==> src/rtl/spi_slave_pkg.sv <==
// Shared constants for the SPI mode-0 slave.
package spi_slave_pkg;
  localparam int SPI_DATA_W_DEF = 8;
endpackage

==> src/rtl/spi_slave_if.sv <==
// SPI pins plus the parallel received-frame output.
interface spi_slave_if #(
  parameter int DATA_W = spi_slave_pkg::SPI_DATA_W_DEF
);
  logic              mosi;
  logic              sck;
  logic              cs;
  logic              miso;
  logic [DATA_W-1:0] data_out;

  modport slave  (input mosi, sck, cs, output miso, data_out);
  modport master (output mosi, sck, cs, input miso, data_out);
endinterface

==> src/rtl/spi_slave_edge_detect.sv <==
// One-cycle rise/fall pulses of sck, which is already in the clk domain.
module spi_slave_edge_detect (
  input  logic clk,
  input  logic rst,
  input  logic sck,
  output logic rise,
  output logic fall
);
  logic sck_prev_q, sck_prev_d;

  always_comb sck_prev_d = sck;

  always_ff @(posedge clk) begin
    if (rst) sck_prev_q <= 1'b0;
    else     sck_prev_q <= sck_prev_d;
  end

  assign rise = sck & ~sck_prev_q;
  assign fall = ~sck & sck_prev_q;
endmodule

==> src/rtl/spi_slave.sv <==
// SPI mode-0 slave: MSB-first receive into data_out, echo of last frame on miso.
module spi_slave
  import spi_slave_pkg::*;
#(
  parameter int DATA_W = SPI_DATA_W_DEF
) (
  input  logic           clk,
  input  logic           rst,
  spi_slave_if.slave     bus
);
  localparam int CNT_W = (DATA_W > 2) ? $clog2(DATA_W) : 1;
  localparam logic [CNT_W-1:0] LAST_BIT = CNT_W'(DATA_W - 1);

  logic rise, fall;

  logic [DATA_W-1:0] rx_q, rx_d;
  logic [DATA_W-1:0] tx_q, tx_d;
  logic [DATA_W-1:0] dout_q, dout_d;
  logic [CNT_W-1:0]  cnt_q, cnt_d;

  spi_slave_edge_detect u_edge (
    .clk  (clk),
    .rst  (rst),
    .sck  (bus.sck),
    .rise (rise),
    .fall (fall)
  );

  always_comb begin
    rx_d   = rx_q;
    tx_d   = tx_q;
    dout_d = dout_q;
    cnt_d  = cnt_q;
    if (bus.cs) begin
      // Deselected: drop any partial frame and pre-load the echo.
      cnt_d = '0;
      tx_d  = dout_q;
    end else if (rise) begin
      rx_d = {rx_q[DATA_W-2:0], bus.mosi};
      if (cnt_q == LAST_BIT) begin
        cnt_d  = '0;
        dout_d = {rx_q[DATA_W-2:0], bus.mosi};
      end else begin
        cnt_d = cnt_q + 1'b1;
      end
    end else if (fall) begin
      // cnt==0 on a fall means a frame just finished: start echoing it.
      if (cnt_q == '0) tx_d = dout_q;
      else             tx_d = {tx_q[DATA_W-2:0], 1'b0};
    end
  end

  always_ff @(posedge clk) begin
    if (rst) begin
      rx_q   <= '0;
      tx_q   <= '0;
      dout_q <= '0;
      cnt_q  <= '0;
    end else begin
      rx_q   <= rx_d;
      tx_q   <= tx_d;
      dout_q <= dout_d;
      cnt_q  <= cnt_d;
    end
  end

  assign bus.miso     = bus.cs ? 1'b0 : tx_q[DATA_W-1];
  assign bus.data_out = dout_q;
endmodule

==> src/flat_wrapper.sv <==
// flat-port wrapper written by rule: the top's interface ports become plain ports
module spi_slave_flat import spi_slave_pkg::*;
#(
  parameter int DATA_W = SPI_DATA_W_DEF
)
  (clk, rst, bus_mosi, bus_sck, bus_cs, bus_miso, bus_data_out);
  spi_slave_if #(.DATA_W(DATA_W)) bus_i ();
  input  logic clk;
  input  logic rst;
  input wire logic [$bits(bus_i.mosi)-1:0] bus_mosi;
  input wire logic [$bits(bus_i.sck)-1:0] bus_sck;
  input wire logic [$bits(bus_i.cs)-1:0] bus_cs;
  output wire logic [$bits(bus_i.miso)-1:0] bus_miso;
  output wire logic [$bits(bus_i.data_out)-1:0] bus_data_out;
  assign bus_i.mosi = bus_mosi;
  assign bus_i.sck = bus_sck;
  assign bus_i.cs = bus_cs;
  assign bus_miso = bus_i.miso;
  assign bus_data_out = bus_i.data_out;
  spi_slave #(.DATA_W(DATA_W)) u_core (.clk(clk), .rst(rst), .bus(bus_i));
endmodule
==> config.mk <==
export PLATFORM = sky130hd
export DESIGN_NAME = spi_slave_flat
export DESIGN_NICKNAME = d
export VERILOG_FILES = /design/src/rtl/spi_slave_pkg.sv /design/src/rtl/spi_slave_if.sv /design/src/rtl/spi_slave_edge_detect.sv /design/src/rtl/spi_slave.sv /design/src/flat_wrapper.sv
export SDC_FILE = /design/constraint.sdc
export NUM_CORES = 1
export LEC_CHECK = 0
export BUFFER_PORTS_ARGS = -buffer_cell sky130_fd_sc_hd__buf_2
export CORE_MARGIN = 2
export CORE_UTILIZATION = 40
export CTS_CLUSTER_SIZE = 8
export DETAILED_ROUTE_END_ITERATION = 16
export GPL_ROUTABILITY_DRIVEN = 0
export GPL_TIMING_DRIVEN = 0
export PLACE_DENSITY = 0.64
export SLEW_MARGIN = 20
export SYNTH_ARGS = -nofsm -noshare
export SYNTH_HDL_FRONTEND = slang
export SYNTH_SLANG_ARGS = --single-unit
==> constraint.sdc <==
create_clock -name clk -period 1.6 [get_ports clk]
set_clock_uncertainty 0.1 [all_clocks]
set_input_delay 0.16 -clock clk [delete_from_list [all_inputs] [get_ports clk]]
set_output_delay 0.16 -clock clk [all_outputs]
set_load 0.1 [all_outputs]
==> results of run 1 <==
## final timing paths
kind / endpoint / slack [ps] / depth (start not counted)
worst max-delay path: u_core.bus.data_out[0] / 90 / 7
worst min-delay path: u_core.tx_q[1] / 40 / 2
worst max register to register: u_core.bus.data_out[0] / 90 / 7
worst min register to register: u_core.rx_q[6] / 390 / 2
## power by group through the flow
stage | Clock, W | Sequential (W) | Combinational [W]
detailed placement | 0 | 0.000710 | 0.000118
global route | 0.000331 | 0.000698 | 0.000136
floorplan | 0 | 0.000707 | 0.0000908
CTS | 0.000301 | 0.000696 | 0.000123
global placement | 0 | 0.000709 | 0.000114
finish | 0.000300 | 0.000695 | 0.000126
## per-stage QoR
| step | cell area [sq um] | util, % | setup TNS [ps] | hold WS, ps | worst slack [ps] |
|---|---|---|---|---|---|
| after global placement | 1330 | 44.8 | -138 | 319 | -39.2 |
| after floorplan | 1240 | - | 0 | 188 | 3.62 |
| after global routing | 1440 | 48.3 | -4.45 | 45.5 | -4.45 |
| after detailed placement | 1330 | 44.8 | -552 | 332 | -110 |
| final | 1440 | 48.3 | 0 | 44.9 | 89.0 |
| after CTS | 1390 | 46.6 | 0 | 49.3 | 0.0935 |
## layout by cell type (no fill, tap or decap)
cell	Yosys	final
mux2i_1	10	10
or2_1	1	1
dfxtp_2	0	6
dfxtp_1	27	20
clkbuf_4	0	3
buf_4	1	2
nor2b_4	0	1
clkinv_2	0	1
nand3b_1	7	7
o21ai_1	10	10
nor2_1	8	8
dlygate4sd3_1	0	2
clkbuf_1	5	5
a311oi_2	7	7
nor3_1	10	10
o21ai_0	5	5
nand2b_1	3	3
nor3b_2	1	1
nor2b_1	4	2
inv_1	3	3
o32ai_2	1	1
nor2b_2	0	1
ha_1	3	1
ha_4	0	2
dfxtp_4	0	1
buf_2	3	14
a21oi_1	8	8
and4bb_1	1	1
nand2_1	7	7
or3_1	1	1
buf_6	2	3
## metal layers
metal | vias to the layer above | global-route usage, % | share of wire [%]
li1 | 495 | - | -
met1 | 456 | 22.7 | 46
met2 | 19 | 29.5 | 51
met3 | 2 | 1.97 | 2.7
met4 | 0 | 3.90 | 0.61
met5 | - | 0 | 0
## logic make-up after synthesis
| family | synth area share, % |
|---|---|
| simple gates | 19.5 |
| buf+inv | 6.10 |
| fa+ha+maj | 3.05 |
| compound gates | 19.2 |
| flops | 43.9 |
| mux | 8.14 |
## worst max-delay path, cell delays in order, from the launching register on
cell      delay [ps]
dfxtp_4          390
ha_4             160
ha_4             150
and4bb_1         190
buf_6            150
buf_4            140
nand3b_1          70
o21ai_1           70
## final cells by class
class	count	area, sq um	share of cell area, %
clock inverter	1	5.00	0.348
timing repair buffer	15	90.1	6.26
multi-input combinational	87	649	45.1
buffer	11	67.6	4.70
inverter	3	11.3	0.783
clock buffer	3	22.5	1.57
sequential	27	552	38.3
tap	33	41.3	2.87
## cell usage after synthesis
| cell type | number |
|---|---|
| a21oi_1 | 8 |
| a311oi_2 | 7 |
| and4bb_1 | 1 |
| buf_2 | 3 |
| buf_4 | 1 |
| buf_6 | 2 |
| clkbuf_1 | 5 |
| dfxtp_1 | 27 |
| ha_1 | 3 |
| inv_1 | 3 |
| mux2i_1 | 10 |
| nand2_1 | 7 |
| nand2b_1 | 3 |
| nand3b_1 | 7 |
| nor2_1 | 8 |
| nor2b_1 | 4 |
| nor3_1 | 10 |
| nor3b_2 | 1 |
| o21ai_0 | 5 |
| o21ai_1 | 10 |
| o32ai_2 | 1 |
| or2_1 | 1 |
| or3_1 | 1 |
## flip-flops by register name (all words and copies together), names as in the netlist
signal	count
u_core.u_edge.sck_prev_q	1
u_core.rx_q	7
u_core.tx_q	8
u_core.bus.data_out	8
u_core.cnt_q	3
## repair_timing
item                       in CTS  in global routing
setup buffers                   0                  2
hold buffers                    2                  0
hold endpoints to repair        2                  0
gates resized for setup         3                  8
pin swaps                       0                  3
setup endpoints to repair      14                 12
cloned                          0                  0
==> metrics.md, run 1 <==
| Metric | Value |
|---|---|
| Gr ovfl total | `0` |
| DRC Markers | `0` |
| Via count | `972` |
| # H-tree levels | `1` |
| Final Non-Filler Cells | `180` |
| LEAKAGE | `0.511 nW` |
| Clk sinks | `27` |
| Final #Nets | `156` |
| Min cycle time layout | `1510 ps` |
| Crit Path Class | `register to register` |
| Initial DRT Pass Iterations | `4` |
| Slew HR | `62.7%` |
| Placed insts | `172` |
| Synth area leader | `dfxtp_1` |
| CP startpoint | `u_core.cnt_q[0]` |
| Post-Syn Area per Cell | `9.61 sq um` |
| CTS tree | `built` |
| Seq/Total Area, Yosys | `43.9%` |
| Largest net degree at the start of global routing | `16` |
| Core area | `2980 sq um` |
| Routed WL | `2780 um` |
| Critical Path RT | `1740 ps` |
| Peak VDD IR | `385 uV` |
| Clock power frac | `26.8%` |
| Int Power | `0.000828 W` |
| Area Overhead vs Synth | `17.0%` |
| Pins Over Slew Limit | `0` |
| Vias in the first global route | `975` |
| Cell variety after synth | `23` |
| Critical Path Sink Type | `register` |
| Rows | `20` |
| R2r startpoint | `u_core.cnt_q[0]` |
| Logic pwr share | `11.2%` |
| Final Hold Violating Endpoints | `0` |
| Num CTS Buffers | `3` |
| Hold path start | `rst` |
| Synthesized flop and latch total | `27` |
| Initial Utilization | `41.3%` |
| Synth area leaders | `dfxtp_1 44%, a311oi_2 8.5%, mux2i_1 8.1%, nand3b_1 4.3%, nor3_1 4.1%` |
| Final period utilization | `94.4%` |
| Antenna violations before repair | `0` |
| Fillcell total | `294` |
| Share of cells above drive strength 1 | `29.3%` |
| Switch Pwr | `0.000294 W` |
| Flop pwr share | `62.0%` |
| CTS clk-pin slew, worst paths | `150 ps` |
| Area of the mapped netlist | `1230 sq um` |
| First-pass GRT wire length | `4570 um` |
| Latest clock arrival within the worst-skew pair | `320 ps` |
| Tot GR Track Use | `17.1%` |
| Starting DRT DRC Count | `29` |
| Die ar. | `3530 sq um` |
| Startpoint types | `register` |
| Post-synth top area share | `43.9%` |
| Clock Tree Root | `clkbuf_4` |
| HP Class | `primary input to register` |
| Die width | `59.5 um` |
| Slew @ Worst Pin | `560 ps` |
| Warnings, synthesis | `0` |
| Max Clock Freq | `0.662 GHz` |
| Crit path arrival time | `1650 ps` |
| Antenna Diode Count | `0` |
| Sw Share | `26.2%` |
| Vias per cell | `5.40` |
| Total power | `0.00112 W` |
| Outcome | `finished, final reports clean` |
| Antenna viol nets, final | `0` |
| CTS Buffer Depth | `2` |
| Syn_nets | `136` |
| Pwr dens | `779 nW/um^2` |
| DP HPWL | `1940 um` |
| Cells after Synth | `128` |
| Wire per inst | `15.4 um` |
| # setup viols final | `0` |
| Die Span Y | `59.5 um` |
| CP max FO | `8` |
| MaxCap Viol Count | `0` |
| Port buffer count | `11` |
| I/O pin count | `14` |
(Power assumes the default switching activity.)
==> run 2: changes to the inputs <==
--- a/config.mk
+++ b/config.mk
@@ -5,6 +5,7 @@
 export SDC_FILE = /design/constraint.sdc
 export NUM_CORES = 1
 export LEC_CHECK = 0
+export ABC_AREA = 1
 export BUFFER_PORTS_ARGS = -buffer_cell sky130_fd_sc_hd__buf_2
 export CORE_MARGIN = 2
 export CORE_UTILIZATION = 40
@@ -13,6 +14,7 @@
 export GPL_ROUTABILITY_DRIVEN = 0
 export GPL_TIMING_DRIVEN = 0
 export PLACE_DENSITY = 0.64
+export RECOVER_POWER = 25
 export SLEW_MARGIN = 20
 export SYNTH_ARGS = -nofsm -noshare
 export SYNTH_HDL_FRONTEND = slang
==> metrics.md, run 2 <==
| Metric | Value |
|---|---|
| MaxCap Viol Count | `0 (unchanged)` |
| Rows | `20 (unchanged)` |
| Grt met2 use | `30.7% (was 29.5%)` |
| CP cell instances | `inv_1 -> nor2_2 -> buf_2 (was ha_4 -> ha_4 -> and4bb_1 -> buf_6 -> buf_4 -> nand3b_1 -> o21ai_1)` |
| Syn_nets | `189 (was 136)` |
| Post-Syn Area per Cell | `7.10 sq um (was 9.61 sq um)` |
| # setup viols final | `0 (unchanged)` |
| Critical Path Sink Type | `output pin (was register)` |
| Reg area | `542 sq um (was 552 sq um)` |
| Share of cells above drive strength 1 | `17.0% (was 29.3%)` |
| Most frequent cells in the layout | `36 x nand2_1, 27 x nor2_1, 26 x inv_1, 26 x dfxtp_1, 23 x nand3_1 (was 20 x dfxtp_1, 14 x buf_2, 10 x mux2i_1, 10 x o21ai_1, 10 x nor3_1)` |
| Clock Tree Root | `clkbuf_4 (unchanged)` |
| Vias in the first global route | `1096 (was 975)` |
| Via count | `1111 (was 972)` |
| Seq/Total Area, Yosys | `42.1% (was 43.9%)` |
| Critical Path Max Stage Delay | `420 ps (was 390 ps)` |
| Final Hold Violating Endpoints | `1 (was 0)` |
| First-pass GRT wire length | `4660 um (was 4570 um)` |
| Synthesized flop and latch total | `27 (unchanged)` |
| Pwr dens | `809 nW/um^2 (was 779 nW/um^2)` |
| Slew HR | `67.5% (was 62.7%)` |
| Area of the mapped netlist | `1280 sq um (was 1230 sq um)` |
| Max Clock Freq | `0.674 GHz (was 0.662 GHz)` |
| Cell variety after synth | `20 (was 23)` |
| Int Power | `0.000842 W (was 0.000828 W)` |
| Die width | `60.7 um (was 59.5 um)` |
| Port buffer count | `13 (was 11)` |
| LEAKAGE | `0.662 nW (was 0.511 nW)` |
| HP Class | `primary input to register (unchanged)` |
| CTS Buffer Depth | `2 (unchanged)` |
| Outcome | `finished with violations (was finished, final reports clean)` |
| Vias per cell | `4.55 (was 5.40)` |
| Gr ovfl total | `0 (unchanged)` |
| RSZ-0062 raised after global routing | `no` |
| DRC Markers | `0 (unchanged)` |
| Critical Path RT | `1340 ps (was 1740 ps)` |
| Peak VDD IR | `676 uV (was 385 uV)` |
| Switch Pwr | `0.000327 W (was 0.000294 W)` |
| Final core utilization | `47.3% (was 48.3%)` |
| Crit Path Class | `register to output pin (was register to register)` |
| Clk sinks | `27 (unchanged)` |
| Initial Utilization | `42.1% (was 41.3%)` |
| Setup TNS | `0 ps (unchanged)` |
| Routed WL | `2550 um (was 2780 um)` |
| Most used DFF post-synth | `dfxtp_1 (unchanged)` |
| Final period utilization | `92.7% (was 94.4%)` |
| Die Span Y | `60.7 um (was 59.5 um)` |
| Final #Nets | `209 (was 156)` |
| CTS tree | `built (unchanged)` |
| Cells after Synth | `181 (was 128)` |
| Post-synth top area share | `42.1% (was 43.9%)` |
| Slew @ Worst Pin | `491 ps (was 560 ps)` |
| Met3 Usage GRT | `4.48% (was 1.97%)` |
| Clock power frac | `26.4% (was 26.8%)` |
| I/O pin count | `14 (unchanged)` |
| Latest clock arrival within the worst-skew pair | `330 ps (was 320 ps)` |
| Hold Slack | `-16.7 ps (was 44.9 ps)` |
| Multi-input gate area | `592 sq um (was 649 sq um)` |
| Logic pwr share | `12.9% (was 11.2%)` |
| Min cycle time layout | `1480 ps (was 1510 ps)` |
| CTS clk-pin slew, worst paths | `150 ps (about the same)` |
| Antenna viol nets, final | `0 (unchanged)` |
| Area Overhead vs Synth | `12.4% (was 17.0%)` |
| Largest net degree at the start of global routing | `17 (was 16)` |
| Post-CTS Setup Inserts | `0 (unchanged)` |
| Placed insts | `238 (was 172)` |
| Initial DRT Pass Iterations | `4 (unchanged)` |
| Cell with the most instances after synthesis | `nand2_1 (was dfxtp_1)` |
| Grt peak-use layer | `met2 (unchanged)` |
| Asr flop ratio synth | `0% (unchanged)` |
| Wire per inst | `10.5 um (was 15.4 um)` |
| Post-synth top cells | `36 x nand2_1, 28 x nor2_1, 27 x dfxtp_1 (was 27 x dfxtp_1, 10 x mux2i_1, 10 x nor3_1, 10 x o21ai_1)` |
| # H-tree levels | `1 (unchanged)` |
| Commonest non-fill, non-tap cell in the layout | `nand2_1 (was dfxtp_1)` |
| Sw Share | `28.0% (was 26.2%)` |
| Antenna violations before repair | `0 (unchanged)` |
| Synth area leaders | `dfxtp_1 42%, nand2_1 11%, nand3_1 9.0%, nor2_1 8.2%, inv_1 7.6% (was dfxtp_1 44%, a311oi_2 8.5%, mux2i_1 8.1%, nand3b_1 4.3%, nor3_1 4.1%)` |
| Core area | `3050 sq um (was 2980 sq um)` |
| Pins Over Slew Limit | `0 (unchanged)` |
| Grt met1 use | `19.2% (was 22.7%)` |
| Failing checks | `hold timing` |
| Post-synth EDFFs | `0 (unchanged)` |
| Final Non-Filler Cells | `244 (was 180)` |
| Warnings, synthesis | `0 (unchanged)` |
| Num CTS Buffers | `3 (unchanged)` |
| Flop pwr share | `60.6% (was 62.0%)` |
| Startpoint types | `register (unchanged)` |
| Synth area leader | `dfxtp_1 (unchanged)` |
| Crit path arrival time | `1220 ps (was 1650 ps)` |
| CP max FO | `2 (was 8)` |
| Tot GR Track Use | `16.7% (was 17.1%)` |
| Die ar. | `3680 sq um (was 3530 sq um)` |
| Slowest CP cell | `buf_2 (was dfxtp_4)` |
| Antenna Diode Count | `0 (unchanged)` |
| DP HPWL | `1930 um (was 1940 um)` |
| Fillcell total | `346 (was 294)` |
| Starting DRT DRC Count | `37 (was 29)` |
==> run 2: worst max-delay path: cells and delay by family (launching register included) <==
| kind | cells | cell delay [ps] |
|---|---|---|
| buf+inv | 2 | 470 |
| flops | 1 | 360 |
| simple gates | 1 | 60 |
==> run 2: worst paths after layout <==
path	from	end	slack, ps	depth (start not counted)
worst max register to register	u_core.cnt_q[0]	u_core.cnt_q[0]	130	6
worst max-delay path	u_core.tx_q[7]	bus_miso	120	3
worst min register to register	u_core.rx_q[5]	u_core.rx_q[5]	390	2
worst min-delay path	bus_sck	u_core.u_edge.sck_prev_q	-20	3
==> run 2: kinds of logic after synthesis <==
logic type,count (synthesis),share of synthesized area (%)
buffers and inverters,34,11.3
DFF,27,42.1
adders and majority gates,3,2.92
and+or+nand+nor,98,35.7
AOI/OAI and AO/OA,19,7.98
==> run 2: final cells by class <==
cell class / count / area share, %
timing repair buffer: 15 / 5.81
buffer: 5 / 2.25
clock inverter: 1 / 0.520
clock buffer: 3 / 1.56
inverter: 29 / 7.54
sequential: 27 / 37.5
tap: 44 / 3.81
multi-input combinational: 120 / 41.0
==> run 2: layer usage <==
layer | up-vias | part of all wire, %
met5 | - | 0
met4 | 0 | 0.51
met3 | 2 | 2.9
met2 | 17 | 50
met1 | 494 | 47
li1 | 598 | -
==> run 2: repair_timing <==
action | in CTS | in global routing
hold endpoints to repair | 6 | 0
resized for setup | 0 | 3
hold buffers | 2 | 0
setup endpoints to repair | 0 | 13
==> run 2: power groups by stage <==
stage | registers (W) | logic, W | clock network (W)
after floorplan | 0.000720 | 0.000116 | 0
after global placement | 0.000722 | 0.000147 | 0
after detailed placement | 0.000723 | 0.000151 | 0
after CTS | 0.000709 | 0.000156 | 0.000328
after global routing | 0.000712 | 0.000174 | 0.000356
final | 0.000709 | 0.000151 | 0.000309
==> run 2: stage by stage <==
stage	power (W)	instance area, sq um	setup slack, ps
after floorplan	0.000836	1290	134
after global placement	0.000869	1410	103
after detailed placement	0.000875	1410	66.3
after CTS	0.00119	1460	16.4
after global routing	0.00124	1440	3.33
final	0.00117	1440	117
==> run 3: changes to the inputs <==
--- a/config.mk
+++ b/config.mk
@@ -9,11 +9,11 @@
 export BUFFER_PORTS_ARGS = -buffer_cell sky130_fd_sc_hd__buf_2
 export CORE_MARGIN = 2
 export CORE_UTILIZATION = 40
+export CTS_BUF_LIST = sky130_fd_sc_hd__clkbuf_4 sky130_fd_sc_hd__clkbuf_8 sky130_fd_sc_hd__clkbuf_16
 export CTS_CLUSTER_SIZE = 8
 export DETAILED_ROUTE_END_ITERATION = 16
-export GPL_ROUTABILITY_DRIVEN = 0
 export GPL_TIMING_DRIVEN = 0
-export PLACE_DENSITY = 0.64
+export PLACE_DENSITY = 0.62
 export RECOVER_POWER = 25
 export SLEW_MARGIN = 20
 export SYNTH_ARGS = -nofsm -noshare
==> constraint.sdc (replaced) <==
create_clock -name clk -period 1.46 [get_ports clk]
set_clock_uncertainty 0.1 [all_clocks]
set_input_delay 0.146 -clock clk [delete_from_list [all_inputs] [get_ports clk]]
set_output_delay 0.146 -clock clk [all_outputs]
set_load 0.1 [all_outputs]
==> metrics.md, run 3 (synthesis results as in run 2) <==
| Metric | Value |
|---|---|
| Critical Path Sink Type | `output pin (unchanged)` |
| I/O pin count | `14 (unchanged)` |
| Antenna viol nets, final | `0 (unchanged)` |
| # H-tree levels | `1 (unchanged)` |
| Core area | `3050 sq um (unchanged)` |
| Startpoint types | `register (unchanged)` |
| Num CTS Buffers | `3 (unchanged)` |
| Peak VDD IR | `762 uV (was 676 uV)` |
| Final WS setup | `60.1 ps (was 117 ps)` |
| Commonest non-fill, non-tap cell in the layout | `nand2_1 (unchanged)` |
| Port buffer count | `13 (unchanged)` |
| Share of cells above drive strength 1 | `19.5% (was 17.0%)` |
| Area Overhead vs Synth | `14.5% (was 12.4%)` |
| Die ar. | `3680 sq um (unchanged)` |
| Rows | `20 (unchanged)` |
| Critical Path Max Stage Delay | `440 ps (was 420 ps)` |
| Top sig layer | `met4 (unchanged)` |
| Die width | `60.7 um (unchanged)` |
| Post-place instance area | `1410 sq um (about the same)` |
| Antenna violations before repair | `0 (unchanged)` |
| Critical Path RT | `1210 ps (was 1340 ps)` |
| CTS clk-pin slew, worst paths | `150 ps (about the same)` |
| Placer Congestion | `0.751` |
| DRC Markers | `0 (unchanged)` |
| # setup viols final | `0 (unchanged)` |
| Pwr dens | `871 nW/um^2 (was 809 nW/um^2)` |
| Outcome | `finished with violations (unchanged)` |
| Gr ovfl total | `0 (unchanged)` |
| Pins Over Slew Limit | `0 (unchanged)` |
| Final Hold Violating Endpoints | `1 (unchanged)` |
| Failing checks | `hold timing (unchanged)` |
| Routed WL | `2540 um (was 2550 um)` |
| Hold Slack | `-13.3 ps (was -16.7 ps)` |
| Antenna Diode Count | `0 (unchanged)` |
| First-pass GRT wire length | `4510 um (was 4660 um)` |
| Max Clock Freq | `0.714 GHz` |
| CP delay by family, top | `buffers and inverters (unchanged)` |
| Vias in the first global route | `1042 (was 1096)` |
| CP max FO | `3 (was 2)` |
| Slew @ Worst Pin | `487 ps (was 491 ps)` |
| M1 WL | `1210 um (was 1190 um)` |
| Wire per inst | `10.4 um (was 10.5 um)` |
| Die Span Y | `60.7 um (unchanged)` |
| Clk sinks | `27 (unchanged)` |
| Final #Nets | `209 (unchanged)` |
| Post-CTS Setup Inserts | `0 (unchanged)` |
| CTS tree | `built (unchanged)` |
| Crit Path Class | `register to output pin (unchanged)` |
| Final period utilization | `95.9%` |
| Initial DRT Pass Iterations | `4 (unchanged)` |
| Largest net degree at the start of global routing | `16 (was 17)` |
| LEAKAGE | `0.675 nW (was 0.662 nW)` |
| RSZ-0062 raised after global routing | `yes (was no)` |
| Setup TNS | `0 ps (unchanged)` |
| HP Class | `primary input to register (unchanged)` |
| Post-place setup slack | `-82.6 ps (was 66.3 ps)` |
| DP HPWL | `1930 um (about the same)` |
| Post-route cell area | `1470 sq um (was 1440 sq um)` |
| Most frequent cells in the layout | `34 x nand2_1, 27 x nor2_1, 26 x inv_1, 25 x dfxtp_1, 23 x nand3_1 (was 36 x nand2_1, 27 x nor2_1, 26 x inv_1, 26 x dfxtp_1, 23 x nand3_1)` |
| Tot GR Track Use | `15.9% (was 16.7%)` |
| Latest clock arrival within the worst-skew pair | `330 ps (about the same)` |
| Initial Utilization | `42.1% (unchanged)` |
| Via count | `1129 (was 1111)` |
| MaxCap Viol Count | `0 (unchanged)` |
| Total power | `0.00128 W (was 0.00117 W)` |
| Metal2 WL | `1260 um (was 1280 um)` |
| Slew HR | `67.8% (was 67.5%)` |
| Met3 wire length | `60 um (was 74 um)` |
| CP cell instances | `buf_2 (was inv_1 -> nor2_2 -> buf_2)` |
| Crit path arrival time | `1150 ps (was 1220 ps)` |
| Min cycle time layout | `1400 ps` |
| Starting DRT DRC Count | `45 (was 37)` |
| Clock Tree Root | `clkbuf_4 (unchanged)` |
| CTS Buffer Depth | `2 (unchanged)` |
| WP buf/inv | `1 (was 2)` |
| Slowest CP cell | `buf_2 (unchanged)` |
| Vias per cell | `4.63 (was 4.55)` |
## run 3: per-layer routing
| layer | track usage (%) | vias up |
|---|---|---|
| li1 | - | 598 |
| met1 | 20.9 | 521 |
| met2 | 27.3 | 8 |
| met3 | 3.84 | 2 |
| met4 | 1.86 | 0 |
| met5 | 0 | - |
## run 3: report_power, final
| group | switching (W) | internal [W] |
|---|---|---|
| sequential | 0.0000129 | 0.000763 |
| clock | 0.000231 | 0.000103 |
| combinational | 0.000113 | 0.0000588 |
## run 3: stage by stage
| step | std cells | hold slack (ps) | util [%] |
|---|---|---|---|
| after global routing | 244 | -5.03 | 48.2 |
| after detailed placement | 238 | 297 | 46.1 |
| after CTS | 244 | 4.26 | 48.0 |
| after global placement | 238 | 290 | 46.1 |
| final | 244 | -13.3 | 48.2 |
| after floorplan | 181 | 115 | - |
## run 3: final cells by class
type,count,area [sq um]
tap,44,55.1
timing repair buffer,15,92.6
clock inverter,1,5.00
clock buffer,3,22.5
sequential,27,543
inverter,29,109
fill,333,1580
buffer,5,42.5
multi-input combinational,120,602
## run 3: final timing paths
path / startpoint / to / slack, ps / depth (start not counted)
setup / recovery: u_core.bus.data_out[1] / bus_data_out[1] / 60 / 1
hold / removal: bus_sck / u_core.u_edge.sck_prev_q / -10 / 3
setup reg to reg: u_core.cnt_q[0] / u_core.bus.data_out[7] / 100 / 7
hold reg to reg: u_core.rx_q[6] / u_core.rx_q[6] / 370 / 2
## run 3: timing repair
item | CTS | global route
hold endpoints to repair | 6 | 0
pin swaps | 1 | 2
gates resized for setup | 4 | 7
endpoints found under the setup margin | 14 | 17
hold buffers | 2 | 0
## run 3: tightest hold or removal path: stages
cell    delay (ps)
buf_2          110
inv_2           60
nor2_1          70
